===== config.mk =====
export PLATFORM = sky130hd
export DESIGN_NAME = traffic_light_controller
export DESIGN_NICKNAME = d
export VERILOG_FILES = /design/src/rtl/traffic_light_controller.sv
export SDC_FILE = /design/constraint.sdc
export NUM_CORES = 1
export LEC_CHECK = 0
export BUFFER_PORTS_ARGS = -buffer_cell sky130_fd_sc_hd__buf_2
export CAP_MARGIN = 10
export CORE_AREA = 5 5 42 44
export CTS_BUF_LIST = sky130_fd_sc_hd__clkbuf_2 sky130_fd_sc_hd__clkbuf_4 sky130_fd_sc_hd__clkbuf_8
export CTS_CLUSTER_DIAMETER = 50
export DETAILED_ROUTE_END_ITERATION = 6
export DIE_AREA = 0 0 47 49
export GPL_TIMING_DRIVEN = 0
export PLACE_DENSITY = 0.8
export SLEW_MARGIN = 25
export SYNTH_ARGS = -nofsm -noshare
export SYNTH_HDL_FRONTEND = slang
export SYNTH_SLANG_ARGS = --single-unit

===== constraint.sdc =====
create_clock -name clk -period 2 [get_ports clk]
set_clock_uncertainty 0.15 [all_clocks]
set_input_delay 0.1 -clock clk [delete_from_list [all_inputs] [get_ports clk]]
set_output_delay 0.1 -clock clk [all_outputs]
set_load 0.1 [all_outputs]

===== src/rtl/traffic_light_controller.sv =====
// Fixed-time six-state lamp sequencer for a T-junction.
// Lamps decode straight from the state register; each state dwells a set number of cycles.
module traffic_light_controller #(
    parameter int TMG   = 7,
    parameter int TY    = 2,
    parameter int TTG   = 5,
    parameter int TSG   = 3,
    parameter int CNT_W = 8
) (
    input  logic       clk,
    input  logic       rst,
    output logic [2:0] light_M1,
    output logic [2:0] light_S,
    output logic [2:0] light_MT,
    output logic [2:0] light_M2
);

    localparam logic [2:0] RED    = 3'b100;
    localparam logic [2:0] YELLOW = 3'b010;
    localparam logic [2:0] GREEN  = 3'b001;

    localparam logic [CNT_W-1:0] LAST_MG = CNT_W'(TMG - 1);
    localparam logic [CNT_W-1:0] LAST_Y  = CNT_W'(TY - 1);
    localparam logic [CNT_W-1:0] LAST_TG = CNT_W'(TTG - 1);
    localparam logic [CNT_W-1:0] LAST_SG = CNT_W'(TSG - 1);

    typedef enum logic [2:0] {
        S1 = 3'd0,
        S2 = 3'd1,
        S3 = 3'd2,
        S4 = 3'd3,
        S5 = 3'd4,
        S6 = 3'd5
    } state_e;

    // Held as a raw code so unencoded values (6, 7) remain representable.
    logic [2:0]       state_q, state_d;
    logic [CNT_W-1:0] cnt_q, cnt_d;
    logic [CNT_W-1:0] last;
    logic [2:0]       succ;
    logic             legal;

    // Dwell limit and successor for the current state.
    always_comb begin
        last  = LAST_MG;
        succ  = S1;
        legal = 1'b1;
        case (state_q)
            S1: begin last = LAST_MG; succ = S2; end
            S2: begin last = LAST_Y;  succ = S3; end
            S3: begin last = LAST_TG; succ = S4; end
            S4: begin last = LAST_Y;  succ = S5; end
            S5: begin last = LAST_SG; succ = S6; end
            S6: begin last = LAST_Y;  succ = S1; end
            default: legal = 1'b0;
        endcase
    end

    // Advance on the final dwell cycle, else count; bad codes fall back to S1.
    always_comb begin
        state_d = state_q;
        cnt_d   = cnt_q + CNT_W'(1);
        if (!legal) begin
            state_d = S1;
            cnt_d   = '0;
        end else if (cnt_q == last) begin
            state_d = succ;
            cnt_d   = '0;
        end
    end

    // State and dwell registers with synchronous active-low reset.
    always_ff @(posedge clk) begin
        if (!rst) begin
            state_q <= S1;
            cnt_q   <= '0;
        end else begin
            state_q <= state_d;
            cnt_q   <= cnt_d;
        end
    end

    // Moore lamp decode; anything unencoded shows all red.
    always_comb begin
        light_M1 = RED;
        light_M2 = RED;
        light_MT = RED;
        light_S  = RED;
        case (state_q)
            S1: begin light_M1 = GREEN;  light_M2 = GREEN;  end
            S2: begin light_M1 = GREEN;  light_M2 = YELLOW; end
            S3: begin light_M1 = GREEN;  light_MT = GREEN;  end
            S4: begin light_M1 = YELLOW; light_MT = YELLOW; end
            S5: light_S = GREEN;
            S6: light_S = YELLOW;
            default: ;
        endcase
    end

endmodule


==> impl_metrics.toml <==
[finish]
multi_input_gate_area_in_the_final_layout_um2 = 443
layout-area-overhead-vs-synth_pct = 30.0
final_util = 0.592
finalNetCount = 98
post_route_cells_drive_above_1_share = 0.383
n_fill_cell = 122
antenna_cells_inserted = 0
layout.area.seq_um2 = 220

[sta]
crit_path_time_final_ps = 1900
setup_viol = 0
final_max_slew_violation_count = 0
final-hold-violation-count = 0
holdWs_ps = 358
setup_repair_after_global_routing_missed_its_margin = "false"
slew-limit-headroom = 0.682
tightest_slew_ps = 472
layout_worst_path_cycle_share = 0.949
achievable-frequency_mhz = 527

[clock_tree]
clk_root_buffer_cell = "clkbuf_4"
number_of_buffers_inserted_during_clock_tree_synthesis = 3
cts.sink_count = 11
tritoncts = "built"
clock_latency_ps = 260
clockBufferDepth = 2
clk_pin_slew_worst_paths_ps = 60
htree_levels = 1

[setup_path]
crit_path_max_fanout = 10
critical_path.top_delay_family = "buffers and inverters"
worst-endpoint-arrival_ps = 1650
timing_worst_setup_path_type = "register to primary output"
worstSetupPathDepth = 4
critical_path.n_buffers_inverters = 2
largest_stage_delay_on_the_critical_path_ps = 420
critical_path.startpoint = "state_q[2]"
rr_startpoint = "state_q[2]"
cpMostUsedCell = "buf_2"
worstSetupEndpointType = "primary output"
required_ps = 1750
crit_start_category = "register"
timing.critical_path.slowest_stage_cell = "buf_2"
reg2reg_depth = 6
worstPathCellList = "buf_2 -> or2b_2 -> nor2_4 -> buf_2"

[routing]
detail_route.first_pass.iterations = 2
route.vias.total = 562
routed_wire_length_per_instance_um = 10.8
route.detailed.vias_per_inst = 5.11
detail_route.drc_violations = 0
routed_wl_mm = 1.19
detail_route.iter0.violations = 9
detail-route-antenna-nets = 0

[yosys]
ys.warnings.count = 0
synth_area_leader_cell = "dfxtp_1"
dominantRegCellSynth = "dfxtp_1"
post_synth_top_area_share = 0.345
synthesis.nets = 79
ys_seq_elements = 11
synthesis.area_um2 = 638
synth.top_cells.by_count = "20 x nor2_1, 11 x dfxtp_1, 4 x xnor2_1"
synth_most_common_cell = "nor2_1"
synth-edff-count = 0
post_synth.cell_area_avg_um2 = 8.40
async_flop_share = 0
synth_sequential_area_ratio = 0.345
synth.distinct_cells = 33
synthesis.instances = 76
synth.top_cells.by_area = "dfxtp_1 35%, nor2_1 12%, xnor2_1 5.5%"

[global_routing]
first_global_vias = 495
grt_usage = 0.115
grt_remaining_overflow = 0
grt_start_max_net_pins = 11
grt_pass1_wl_mm = 1.97
antenna_found_initial = 0

[hold_path]
holdCritPathClass = "register to register"
whs_path_depth = 1
worstHoldStart = "cnt_q[0]"

[floorplanning]
die_x_um = 47
die_height_um = 49
top_level_ports = 14
placementRows = 14
floorplan.die_area_mm2 = 0.00230
start_util = 0.455
floorplan.core_area_mm2 = 0.00140

[placement]
io_buffers = 13
detailed_place_hpwl_um = 951
routabilityCongestion = 0.742

[flow_run]
timing.max_cap.violations = 0

[run_status]
outcome = "completed"

[power]
leakagePower_nw = 0.346
vdd.ir_drop.worst_uv = 345
power_density_mw_per_mm2 = 549
==> worst paths after layout <==
check	to	slack, ps
max	light_MT[1]	100
min	cnt_q[0]	360
max reg2reg	state_q[0]	230
min reg2reg	cnt_q[0]	360
==> cells by family (layout without fill, tap and decap cells) <==
logic type,after synthesis,after routing,share of synthesized area
adders and majority gates,1,1,0.0196
muxes,2,2,0.0314
xor gates and xnor gates,6,6,0.0824
buffers and inverters,6,24,0.0608
and+or+nand+nor,40,40,0.331
AOI/OAI and AO/OA,10,10,0.129
DFF,11,11,0.345
==> flip-flops by register name (all words and copies together), names as in the netlist <==
name / flops
cnt_q: 8
state_q: 3
==> cell usage in the layout, fill, tap and decap left out, drive strengths merged, types with 3 or more instances in the layout <==
cell	Yosys	routed
a21oi	3	3
and3	3	3
buf	3	15
clkbuf	1	6
dfxtp	11	11
nor2	21	21
nor3	3	3
xnor2	4	4
==> metrics by stage <==
step | cells | setup TNS (ps) | instance area (um^2) | power, mW | setup WS [ps]
floorplan | 76 | -526 | 692 | 0.285 | -176
global placement | 105 | 0 | 777 | 0.294 | 131
detailed placement | 105 | 0 | 777 | 0.296 | 111
CTS | 110 | 0 | 817 | 0.459 | 66.0
global route | 110 | 0 | 830 | 0.486 | 12.0
finish | 110 | 0 | 830 | 0.456 | 102
==> timing repair <==
item	in CTS	in global routing
endpoints found under the setup margin	0	9
gates resized for setup	0	2
hold buffers	1	0
setup buffers	0	0
hold endpoints to repair	1	0
==> layer usage <==
layer / GRT usage / wire length, um / up-vias
met5: 0 / 0 / -
met1: 0.136 / 505 / 257
li1: - / - / 292
met4: 0.0553 / 0 / 0
met2: 0.183 / 586 / 13
met3: 0.0332 / 94 / 0
==> where the power goes <==
part	internal [mW]	switching, mW
combinational	0.0227	0.0375
sequential	0.226	0.00921
clock	0.0906	0.0699
==> worst reg2reg max path: stages (launching register included) <==
cell     delay (ps)
dfxtp_1         310
buf_2           180
nand2_4         110
a21oi_1          70
o22a_4          250
or4_1           500
a21oi_1         150
==> cell type report <==
cell class,count,share of cell area
Multi-Input combinational cell,59,0.534
Sequential cell,11,0.265
Timing Repair Buffer,14,0.0935
Buffer,4,0.0377
Clock buffer,4,0.0362
Tap cell,16,0.0241
Inverter,2,0.00905
(Power assumes the default switching activity.)
